[config.mk]
export PLATFORM = sky130hd
export DESIGN_NAME = uart_stdout_tx
export DESIGN_NICKNAME = d
export VERILOG_FILES = /design/src/rtl/uart_stdout_tx.sv
export SDC_FILE = /design/constraint.sdc
export NUM_CORES = 1
export LEC_CHECK = 0
export ABC_CLOCK_PERIOD_IN_PS = 4400
export CAP_MARGIN = 20
export CORE_MARGIN = 8
export CORE_UTILIZATION = 62
export CTS_BUF_LIST = sky130_fd_sc_hd__clkbuf_16
export DETAILED_ROUTE_END_ITERATION = 10
export DONT_BUFFER_PORTS = 1
export PLACE_DENSITY_LB_ADDON = 0.1
export SETUP_SLACK_MARGIN = 0.5
export SLEW_MARGIN = 5
export SYNTH_ARGS = -nofsm -noshare
export SYNTH_HDL_FRONTEND = slang
export SYNTH_SLANG_ARGS = --single-unit
[constraint.sdc]
create_clock -name clk -period 4.4 [get_ports clk]
set_input_delay 0 -clock clk [delete_from_list [all_inputs] [get_ports clk]]
set_output_delay 0 -clock clk [all_outputs]
set_load 0.01 [all_outputs]
[src/rtl/uart_stdout_tx.sv]
// rtl/uart_stdout_tx.sv - buffered 8N1 UART transmitter for the stdout path
//
// Purpose:
//   Accepts bytes from the core stdout write port and queues them in a small
//   byte FIFO. It serializes them onto the Tx line as 8N1 frames: one start bit,
//   eight data bits LSB first, and one stop bit. Every line bit lasts
//   DIV = CLOCK_RATE / BAUD_RATE clock cycles. Queued bytes go out back-to-back
//   with no idle gap between frames.
//
// Ports:
//   clk           in   clock, rising edge
//   rst_n         in   asynchronous active-low reset
//   wr_valid_i    in   byte write request
//   wr_data_i     in   byte to transmit
//   wr_ready_o    out  FIFO can accept a byte (not full)
//   tx_o          out  registered serial line, idle high
//   busy_o        out  a frame is on the line or bytes are queued
//   fifo_level_o  out  current FIFO occupancy
//   frame_done_o  out  one-cycle pulse on the final stop-bit cycle
module uart_stdout_tx #(
  parameter int CLOCK_RATE = 100000000,
  parameter int BAUD_RATE  = 9600,
  parameter int FIFO_DEPTH = 16
) (
  input  logic                             clk,
  input  logic                             rst_n,
  input  logic                             wr_valid_i,
  input  logic [7:0]                       wr_data_i,
  output logic                             wr_ready_o,
  output logic                             tx_o,
  output logic                             busy_o,
  output logic [$clog2(FIFO_DEPTH+1)-1:0]  fifo_level_o,
  output logic                             frame_done_o
);

  localparam int DIV = CLOCK_RATE / BAUD_RATE;
  // The guard keeps the counter width legal so the divisor check below can report.
  localparam int CW  = (DIV >= 2) ? $clog2(DIV) : 1;
  localparam int PW  = $clog2(FIFO_DEPTH);
  localparam int LW  = $clog2(FIFO_DEPTH + 1);

  localparam logic [CW-1:0] CNT_LAST = CW'(DIV - 1);
  localparam logic [LW-1:0] LVL_FULL = LW'(FIFO_DEPTH);

  generate
    if (DIV < 2) begin : g_div_check
      $error("uart_stdout_tx: CLOCK_RATE / BAUD_RATE must be at least 2");
    end
    if (FIFO_DEPTH < 2 || (FIFO_DEPTH & (FIFO_DEPTH - 1)) != 0) begin : g_depth_check
      $error("uart_stdout_tx: FIFO_DEPTH must be a power of two and at least 2");
    end
  endgenerate

  typedef enum logic [1:0] {
    S_IDLE  = 2'd0,
    S_START = 2'd1,
    S_DATA  = 2'd2,
    S_STOP  = 2'd3
  } state_t;

  // ---------------------------------------------------------------------------
  // Byte FIFO. The pointers wrap naturally. Full and empty come only from the
  // occupancy counter, so the pointers never need an extra wrap bit.
  // ---------------------------------------------------------------------------
  logic [7:0]    mem [FIFO_DEPTH];
  logic [PW-1:0] wr_ptr;
  logic [PW-1:0] rd_ptr;
  logic [LW-1:0] level;
  logic          fifo_empty;
  logic          push;
  logic          pop;

  assign fifo_empty   = (level == '0);
  // A full FIFO refuses writes even if a pop occurs on the same edge. There is
  // no bypass, so readiness depends only on registered state.
  assign wr_ready_o   = (level != LVL_FULL);
  assign push         = wr_valid_i && wr_ready_o;
  assign fifo_level_o = level;

  always_ff @(posedge clk) begin
    if (push) begin
      mem[wr_ptr] <= wr_data_i;
    end
  end

  always_ff @(posedge clk or negedge rst_n) begin
    if (!rst_n) begin
      wr_ptr <= '0;
      rd_ptr <= '0;
      level  <= '0;
    end else begin
      if (push) begin
        wr_ptr <= wr_ptr + PW'(1);
      end
      if (pop) begin
        rd_ptr <= rd_ptr + PW'(1);
      end
      case ({push, pop})
        2'b10:   level <= level + LW'(1);
        2'b01:   level <= level - LW'(1);
        default: level <= level;
      endcase
    end
  end

  // ---------------------------------------------------------------------------
  // Transmit FSM
  // ---------------------------------------------------------------------------
  state_t        state;
  state_t        state_d;
  logic [CW-1:0] bit_cnt;
  logic [2:0]    bit_idx;
  logic [7:0]    shreg;
  logic [7:0]    shreg_d;
  logic          tx_q;
  logic          tx_d;
  logic          bit_end;

  // bit_cnt counts 0..DIV-1 inside each line bit. The last count ends the bit.
  assign bit_end = (bit_cnt == CNT_LAST);

  // State register
  always_ff @(posedge clk or negedge rst_n) begin
    if (!rst_n) begin
      state <= S_IDLE;
    end else begin
      state <= state_d;
    end
  end

  // Next-state logic. The FSM is the only reader of the FIFO. The pop at the
  // end of STOP moves straight into the next START, so frames stay contiguous.
  always_comb begin
    state_d = state;
    pop     = 1'b0;
    case (state)
      S_IDLE: begin
        if (!fifo_empty) begin
          pop     = 1'b1;
          state_d = S_START;
        end
      end
      S_START: begin
        if (bit_end) begin
          state_d = S_DATA;
        end
      end
      S_DATA: begin
        if (bit_end && bit_idx == 3'd7) begin
          state_d = S_STOP;
        end
      end
      S_STOP: begin
        if (bit_end) begin
          if (!fifo_empty) begin
            pop     = 1'b1;
            state_d = S_START;
          end else begin
            state_d = S_IDLE;
          end
        end
      end
      default: state_d = S_IDLE;
    endcase
  end

  // Output logic. The line level is computed for the state being entered and
  // is registered in tx_q. The pin then changes exactly on the bit boundary
  // without glitching.
  always_comb begin
    shreg_d = shreg;
    if (pop) begin
      shreg_d = mem[rd_ptr];
    end else if (state == S_DATA && bit_end) begin
      shreg_d = {1'b0, shreg[7:1]};
    end

    tx_d = 1'b1;
    case (state_d)
      S_START: tx_d = 1'b0;
      S_DATA:  tx_d = shreg_d[0];
      default: tx_d = 1'b1;
    endcase

    frame_done_o = (state == S_STOP) && bit_end;
  end

  // Datapath registers
  always_ff @(posedge clk or negedge rst_n) begin
    if (!rst_n) begin
      bit_cnt <= '0;
      bit_idx <= '0;
      shreg   <= '0;
      tx_q    <= 1'b1;
    end else begin
      // The counter is held at 0 in IDLE, so START always gets a full DIV cycles.
      if (state == S_IDLE || bit_end) begin
        bit_cnt <= '0;
      end else begin
        bit_cnt <= bit_cnt + CW'(1);
      end

      if (pop) begin
        bit_idx <= '0;
      end else if (state == S_DATA && bit_end) begin
        bit_idx <= bit_idx + 3'd1;
      end

      shreg <= shreg_d;
      tx_q  <= tx_d;
    end
  end

  assign tx_o   = tx_q;
  assign busy_o = (state != S_IDLE) || !fifo_empty;

endmodule

==> impl_summary.md, run 1 <==
Synth
Counting distinct cell types in the post-synthesis netlist gives 46. Among all flip-flop cells after synthesis, the most frequent one is sky130_fd_sc_hd__edfxtp_1. The compound-gate portion of the synthesized area was 0.0297. Yosys attributes the largest share of cell area to sky130_fd_sc_hd__edfxtp_1 (54%), sky130_fd_sc_hd__dfrtp_1 (14%), sky130_fd_sc_hd__mux4_2 (13%). In this run, synthesis produced a sequential element count of 169.

Summing every instance area after synthesis gives 7110 um^2. The post-synthesis share of cell area spent on and, or, nand and nor gates is 0.0679. The share of Yosys cell area claimed by the top area cell type is 0.540. Of the total synthesized cell area, the portion taken by XOR and XNOR cells is 0.0296.

The share of synthesized cell area in full adder, half adder and majority cells is 0.0281. The largest total area in the synthesized netlist belongs to sky130_fd_sc_hd__edfxtp_1. The proportion of synthesized chip area in sequential cells is 0.685. Counting every net in the synthesized netlist gives 453. The total of warnings raised by yosys is 0. The fraction of synthesized area in multiplexers is 0.140. The fraction of registers with async set or reset after synthesis is 0.243. After synthesis, the largest family of logic cells by area is multiplexers. Synthesis produced 426 cells. The number of synthesized flops with an enable pin is approximately 130. The post-synthesis area per instance is 16.7 um^2.

CTS
In this run the clock root is driven by a sky130_fd_sc_hd__clkbuf_16. TritonCTS built the clock tree. The total CTS buffers is 17. Counting along the longest clock path gives a buffer depth of 2. The clock edge transition at the registers on the reported setup and hold paths is ~0.060 ns. For this design, the CTS-stage hold fixing added 10 buffers. The post-CTS setup-driven buffer insertion count is 0. CTS built an H-tree with a depth of 4. The clock reaches the later pin of the worst-skew pair after 0.42 ns. The count of cells resized by post-cts repair is 0. The count of clock tree sinks is 169.

Timing
Derived from the worst setup path, the maximum achievable clock frequency is 291 MHz. The max-slew headroom at the worst pin is 0.451. The count of final setup violators is 0. The setup skew after layout is 0.00638 ns. The routed design could run at a clock period as short as 3.44 ns. The setup TNS is 0 ns. The final clock period utilization by the worst path is 0.782. Setup repair after global routing left no endpoint under its margin. The transition time at the pin with the least slew margin is approximately 0.82 ns.

The number of max-slew violations in the final report is 0. The number of hold violations in the final report is 0.

Floorplanning
The effective utilization at floorplan is 0.628. The height of the chip is 123 um. The top-level I/O count is 20.

The die covers 15200 um^2. The total area inside the core boundary comes to roughly 11000 um^2. In this run the horizontal extent of the chip is 123 um. After floorplanning, the core was divided into 39 placement rows.

Finish
Relative to the synthesized area, the layout overhead comes to 12.1%. The number of inserted diodes is 0. The area taken by flip-flops and latches is 4870 um^2. Of the cells placed in the final design, the portion with a size suffix greater than 1 is 0.190. The utilization of the core after routing is 0.704.

The footprint of the multi-input gates is 2100 um^2. The total of fill cells in the finished design is slightly above 700. The non-filler instance count after layout is 596.

The total number of nets in the final design is between 400 and 500.

Placed design
The count of input and output buffers is 0. The number of placed instances, taps included, is 554. The detailed placer's ending HPWL is 8.28 mm.

Routability-driven placement finished with a final weighted congestion of 0.816.

Setup path
The delay of the slowest critical-path stage is 0.40 ns. The worst setup path is captured at a flip-flop. The kind of critical path is reg -> reg.

Broken down by cell family, the worst path's largest delay share belongs to adder cells. The worst path arrival time is 3.79 ns. The critical path launch point type is a flip-flop.

The required time at the endpoint of the critical path is 4.75 ns. In this design, the critical path's most frequently occurring cell is sky130_fd_sc_hd__ha_1. The signal on the critical path passes through ha_1 > nor4bb_1 > nand4_1 > inv_1 > o21ai_1 > inv_2 > ha_1 > xor2_1 > ha_1 > o21ai_0 > nand2b_1 > a211o_1 > a21oi_1 > xnor2_1. The buffers plus inverters on the worst setup path is 2. The largest fanout of any net on the critical path is 21. The cell type of the slowest stage on the worst timing path is sky130_fd_sc_hd__dfrtp_1.

Detailed routing
The number of nets with antenna violations after detailed routing is 0. After the first detailed-routing iteration, the DRC count stood at ~250. The first TritonRoute pass finished after 4 iterations. Across all layers, the routed design uses 3532 vias. The mean number of vias per cell is 5.93. The detailed-route wire length per cell is roughly 21 um. Wires add up to 12.3 mm. The remaining design rule violation count is 0.

Power and ir drop
Power comes to 3870 uW. Power spread over the standard cell area amounts to roughly 490 nW/um^2. The worst-case vdd ir drop is 0.000401 V. The leakage component of the power is 0.00286 uW.

Hold path
The kind of path behind the tightest hold check is in -> reg.

Job
The max-capacitance violation count is 0.

GRT
The combined global-route utilization of all metal layers is 0.180. The via count of the first global-routing pass is 3572. The largest net degree at the start of global routing is 42.

The initial antenna violation count was 0. The first global-routing pass estimated 20.0 mm of wire. After global routing the overflow that remains totals 0.

Outcome
The flow ran to the end, and the final reports show no timing, DRC or antenna violations.
[path summary, 6_finish.rpt]
| check | startpoint | to | slack (ns) | cells after the start |
|---|---|---|---|---|
| max | state[1]$_DFF_PN0_ | fifo_level_o[4]$_DFFE_PN0P_ | 0.96 | 14 |
| min | wr_valid_i | fifo_level_o[3]$_DFFE_PN0P_ | 0.02 | 5 |
| max reg2reg | state[1]$_DFF_PN0_ | fifo_level_o[4]$_DFFE_PN0P_ | 0.96 | 14 |
| min reg2reg | bit_cnt[0]$_DFF_PN0_ | bit_cnt[0]$_DFF_PN0_ | 0.48 | 1 |
| max in group asynchronous | rst_n | tx_o$_DFF_PN1_ | 4.11 | 2 |
| min in group asynchronous | rst_n | shreg[0]$_DFF_PN0_ | 0.04 | 2 |
[state kept, by name (all words and copies together), names as in the netlist]
signal,count
state,2
tx_o,1
bit_idx,3
mem,128
shreg,8
wr_ptr,4
bit_cnt,14
rd_ptr,4
fifo_level_o,5
[through the flow]
| stage | hold WS, ns | setup WS (ns) | cell area [um^2] |
|---|---|---|---|
| final | 0.0233 | 0.961 | 7970 |
| after CTS | 0.00868 | 0.956 | 7970 |
| after global routing | 0.0442 | 0.665 | 7970 |
| after detailed placement | -0.294 | 1.00 | 7260 |
| after floorplan | -0.296 | 1.19 | 7110 |
| after global placement | -0.294 | 1.12 | 7260 |
[cell usage in the layout, fill, tap and decap left out, types with 2 or more instances in the layout]
cell / count
sky130_fd_sc_hd__or3_1: 2
sky130_fd_sc_hd__or4_1: 2
sky130_fd_sc_hd__nand2_1: 24
sky130_fd_sc_hd__buf_4: 7
sky130_fd_sc_hd__and3_1: 2
sky130_fd_sc_hd__nor3_1: 5
sky130_fd_sc_hd__mux2i_1: 7
sky130_fd_sc_hd__bufinv_16: 2
sky130_fd_sc_hd__and4_1: 3
sky130_fd_sc_hd__o211ai_1: 2
sky130_fd_sc_hd__mux2_2: 2
sky130_fd_sc_hd__xnor2_1: 11
sky130_fd_sc_hd__o21ai_1: 9
sky130_fd_sc_hd__dfrtp_1: 39
sky130_fd_sc_hd__nor2_1: 31
sky130_fd_sc_hd__dlygate4sd3_1: 9
sky130_fd_sc_hd__nand4_1: 5
sky130_fd_sc_hd__nand2b_1: 3
sky130_fd_sc_hd__mux4_2: 40
sky130_fd_sc_hd__clkbuf_16: 17
sky130_fd_sc_hd__edfxtp_1: 128
sky130_fd_sc_hd__inv_8: 4
sky130_fd_sc_hd__nor3b_1: 4
sky130_fd_sc_hd__a31oi_1: 3
sky130_fd_sc_hd__nand3_1: 9
sky130_fd_sc_hd__ha_1: 16
sky130_fd_sc_hd__o21ai_0: 7
sky130_fd_sc_hd__inv_1: 13
sky130_fd_sc_hd__inv_6: 5
sky130_fd_sc_hd__xor2_1: 13
sky130_fd_sc_hd__a21oi_1: 5
sky130_fd_sc_hd__nor2b_1: 2
[where the power goes]
group / total, uW / switching (uW) / internal (uW)
Sequential: 2000 / 119 / 1880
Combinational: 356 / 211 / 145
Clock: 1510 / 651 / 862
[cell usage after synthesis, types with 6 or more instances]
library cell / instances
sky130_fd_sc_hd__buf_2: 6
sky130_fd_sc_hd__clkbuf_1: 14
sky130_fd_sc_hd__dfrtp_1: 40
sky130_fd_sc_hd__edfxtp_1: 128
sky130_fd_sc_hd__ha_1: 16
sky130_fd_sc_hd__inv_1: 12
sky130_fd_sc_hd__mux2i_1: 7
sky130_fd_sc_hd__mux4_2: 40
sky130_fd_sc_hd__nand2_1: 24
sky130_fd_sc_hd__nand3_1: 9
sky130_fd_sc_hd__nor2_1: 31
sky130_fd_sc_hd__o21ai_0: 7
sky130_fd_sc_hd__o21ai_1: 9
sky130_fd_sc_hd__xnor2_1: 11
sky130_fd_sc_hd__xor2_1: 13
[cell families after synthesis]
logic type | after synthesis
AOI/OAI and AO/OA | 34
xor gates and xnor gates | 24
adders and majority gates | 16
buffers and inverters | 36
DFF | 169
muxes | 49
and+or+nand+nor | 98
[area by class of cell]
type | count | share of cell area
well taps | 143 | 0.0224
repair buffers | 17 | 0.0204
inverters | 14 | 0.00675
clock buffers | 17 | 0.0534
clock inverters | 15 | 0.0228
flip-flops and latches | 169 | 0.611
multi-input cells | 221 | 0.263
[per-layer routing]
metal  track usage  part of all wire  vias up
met3        0.0507             0.050       12
li1              -                 -     1664
met5             0                 0        -
met1         0.247              0.46     1777
met4        0.0564            0.0093        0
met2         0.277              0.48       79
[worst reg2reg max path, stage by stage, from the launching register on]
cell and delay [ns]:
sky130_fd_sc_hd__dfrtp_1 0.40, sky130_fd_sc_hd__ha_1 0.21, sky130_fd_sc_hd__nor4bb_1 0.30, sky130_fd_sc_hd__nand4_1 0.19, sky130_fd_sc_hd__inv_1 0.25, sky130_fd_sc_hd__o21ai_1 0.17
sky130_fd_sc_hd__inv_2 0.29, sky130_fd_sc_hd__ha_1 0.40, sky130_fd_sc_hd__xor2_1 0.12, sky130_fd_sc_hd__ha_1 0.24, sky130_fd_sc_hd__o21ai_0 0.15, sky130_fd_sc_hd__nand2b_1 0.08
sky130_fd_sc_hd__a211o_1 0.30, sky130_fd_sc_hd__a21oi_1 0.15, sky130_fd_sc_hd__xnor2_1 0.13
(Power assumes the default switching activity.)
==> run 2: changes to the inputs <==
--- a/config.mk
+++ b/config.mk
@@ -5,7 +5,7 @@
 export SDC_FILE = /design/constraint.sdc
 export NUM_CORES = 1
 export LEC_CHECK = 0
-export ABC_CLOCK_PERIOD_IN_PS = 4400
+export ABC_CLOCK_PERIOD_IN_PS = 3400
 export CAP_MARGIN = 20
 export CORE_MARGIN = 8
 export CORE_UTILIZATION = 62
==> constraint.sdc (replaced) <==
create_clock -name clk -period 3.4 [get_ports clk]
set_input_delay 0 -clock clk [delete_from_list [all_inputs] [get_ports clk]]
set_output_delay 0 -clock clk [all_outputs]
set_load 0.01 [all_outputs]
==> impl_summary.md, run 2 (synthesis gave the netlist of run 1 again) <==
Power and ir drop
The total power per unit cell area is 609 nW/um^2. The part of the power in the clock network is 0.375. The net switching power is 1310 uW. The switching share of power is 0.266. The part of the power in registers is 0.524.

The analysis attributes to cell leakage a power of 0.00291 uW. The internal power of the cells totals 3630 uW. The worst-case vdd ir drop is 0.000621 V. The share of total power in combinational logic is 0.101.

Detailed routing
The first-iteration detailed-routing DRC count is ~260. The routed design has 13.1 mm of wire. After detailed routing, the number of vias per cell comes to 5.99. After detailed routing, the average wire length per cell comes to between 20 and 25 um. For this run, the detailed router's first-pass iteration total came to 5. For this run, design rule violations remaining after detail routing come to 0. The count of nets left with antenna violations once routing finished came out at 0.

The detailed-route via count is approximately 3700.

Placed design
Routability-driven placement finished with a final weighted congestion of 0.800. During placement, the flow inserted port buffers numbering 0. Once detailed placement completed, the half-perimeter wirelength came to 8.56 mm. The number of cells in the design after placement is 564.

GRT
The first global-routing pass estimated 21.1 mm of wire. Summed over all layers, the global routing overflow is 0. The initial antenna violation count came to 1. The via count of the first global-routing pass is between 3000 and 4000. Across every metal layer, demand over resource in global routing totals 0.191.

Entering global routing, the biggest net connects 42 pins.

Setup path
The most critical setup path has its endpoint at fifo_level_o[4]$_DFFE_PN0P_. Data on the critical path arrives at its endpoint at 3.14 ns. The worst setup path is launched from a flip-flop.

The setup slack of the worst register-to-register path is 0.61 ns. The largest fanout of any net on the critical path is 9. The worst setup path is of the reg -> reg kind. Among cell families on the critical path, the largest total delay comes from compound AO/OA/AOI/OAI gates.

The count of cells along the worst register-to-register path is 14. The cell type of the slowest stage on the worst timing path is sky130_fd_sc_hd__dfrtp_1. The origin of the worst setup path is state[1]$_DFF_PN0_. The worst register-to-register path ends at fifo_level_o[4]$_DFFE_PN0P_. The type of destination of the critical path is a flip-flop. The cell count along the critical path is 14. Data on the critical path is required at its endpoint by between 3 and 4 ns. The launching point of the worst reg2reg path is state[1]$_DFF_PN0_. Traced cell by cell, the critical path runs through ha_2 > nor4bb_4 > nand4_1 > inv_2 > o21ai_2 > inv_2 > ha_4 > xor2_1 > ha_2 > o21ai_1 > nand2b_1 > a211o_1 > a21oi_2 > xnor2_1. The delay of the slowest critical-path stage is approximately 0.40 ns. The number of buffers and inverters on the critical path is 2.

Finish
The area taken by flip-flops and latches is 4870 um^2. The largest registers in the layout are mem (128), bit_cnt (14), shreg (8). The finished layout holds 613 standard cells, fillers aside.

The library cell used most frequently in the layout, excluding fill and tap cells, is sky130_fd_sc_hd__edfxtp_1. The synthesis-to-finish area growth is 14.2%. The fraction of final layout cells with drive strength greater than 1 is 0.249.

The final layout contains 483 nets. In the layout the commonest cells are sky130_fd_sc_hd__edfxtp_1 (128), sky130_fd_sc_hd__mux4_2 (40), sky130_fd_sc_hd__dfrtp_1 (37), sky130_fd_sc_hd__nor2_1 (31), sky130_fd_sc_hd__nand2_1 (24). The register with the most flip-flops in the final layout is mem. The total of fill cells in the finished design is 704. The register with the most flip-flops in the layout has 128 of them.

Summing all multi-input logic gate instances after layout gives 2160 um^2. The utilization of the core after routing is 0.718.

Timing
The number of max-slew violations in the final report is 0. Setup violations remaining at the end of the flow were counted as 0. On the final layout, the worst clock skew is 0.0157 ns. Of the available clock period, the critical path in the final layout requires 0.819.

Measured against its own limit, the worst slew margin works out to 0.462. For the pin with the worst max-slew slack, the measured transition is 0.805 ns. Setup repair after global routing left no endpoint under its margin. The number of hold violations in the final report is 0. Across all hold checks on the routed design, the worst slack comes to 0.0293 ns. The worst path in the final design needs a cycle of 2.79 ns, including I/O delays and setup. Derived from the worst setup path, the maximum achievable clock frequency is 359 MHz. The setup TNS is 0 ns.

Floorplanning
The number of core rows is 39. The chip width is 123 um. The effective utilization at floorplan is 0.628.

In this run the count of I/O pins placed on the die edge is 20. The height of the chip is 123 um. The core footprint is 11300 um^2. The die covers 15200 um^2.

CTS
The count of clock tree sinks is 169. The total CTS buffers is 17. CTS built an H-tree with a depth of 4.

The clock edge transition at the registers on the reported setup and hold paths is 0.07 ns. The clock tree from TritonCTS is built. The later pin in the worst-skew pair is clocked with a latency of 0.43 ns. The worst-case clock buffer depth is 2. The root buffer cell chosen for the clock tree is sky130_fd_sc_hd__clkbuf_16.

Job
The max-capacitance violation count is 0.

Outcome
The run finished with clean final reports.

Hold path
The kind of path behind the tightest hold check is in -> async.
run 2: metal layers:
layer | share of wire | global-route usage | vias up | wire length [um]
li1 | - | - | 1703 | -
met2 | 0.50 | 0.300 | 97 | 6610
met1 | 0.43 | 0.255 | 1862 | 5590
met3 | 0.058 | 0.0452 | 9 | 765
met5 | 0 | 0 | - | 0
met4 | 0.0097 | 0.0805 | 0 | 127
run 2: how the worst min path moves through the flow:
stage                     slack [ns]                           to        from
final                           0.03  fifo_level_o[2]$_DFFE_PN0P_       rst_n
after global routing            0.05  fifo_level_o[2]$_DFFE_PN0P_       rst_n
after CTS                     0.0001  fifo_level_o[3]$_DFFE_PN0P_  wr_valid_i
after detailed placement       -0.29  fifo_level_o[2]$_DFFE_PN0P_       rst_n
after global placement         -0.29  fifo_level_o[0]$_DFFE_PN0P_       rst_n
after floorplan                -0.30         bit_cnt[0]$_DFF_PN0_       rst_n
run 2: power groups by stage:
| stage | Clock, uW | Combinational, uW | Sequential (uW) |
|---|---|---|---|
| finish | 1850 | 500 | 2590 |
| global route | 1960 | 553 | 2610 |
| CTS | 1880 | 502 | 2590 |
| detailed placement | 0 | 451 | 2630 |
| global placement | 0 | 437 | 2610 |
| floorplan | 0 | 372 | 2550 |
run 2: stage by stage:
stage	worst slack [ns]	instance area, um^2	power (uW)
after floorplan	0.504	7130	2920
after global placement	0.410	7340	3050
after detailed placement	0.302	7340	3080
after CTS	0.544	8070	4970
after global routing	0.465	8120	5120
final	0.614	8120	4950
run 2: repair_timing:
action | in CTS | in global routing
pin swaps | 1 | 2
setup buffers | 1 | 4
resized for setup | 5 | 7
endpoints found under the hold margin | 170 | 0
setup endpoints to repair | 1 | 1
hold buffers | 11 | 0
run 2: final cells by class:
type / count / share of cell area
repair buffers: 33 / 0.0351
inverters: 14 / 0.00662
clock inverters: 15 / 0.0180
well taps: 143 / 0.0220
flip-flops and latches: 169 / 0.600
clock buffers: 17 / 0.0524
multi-input cells: 221 / 0.266
diodes: 1 / 0.000308
run 2: worst register-to-register path, delay by kind of cell, from the launching register on:
family	cells	cell delay, ns
and+or+nand+nor	3	0.54
buffers and inverters	2	0.28
AOI/OAI and AO/OA	4	0.69
DFF	1	0.40
adders and majority gates	3	0.59
xor gates and xnor gates	2	0.21
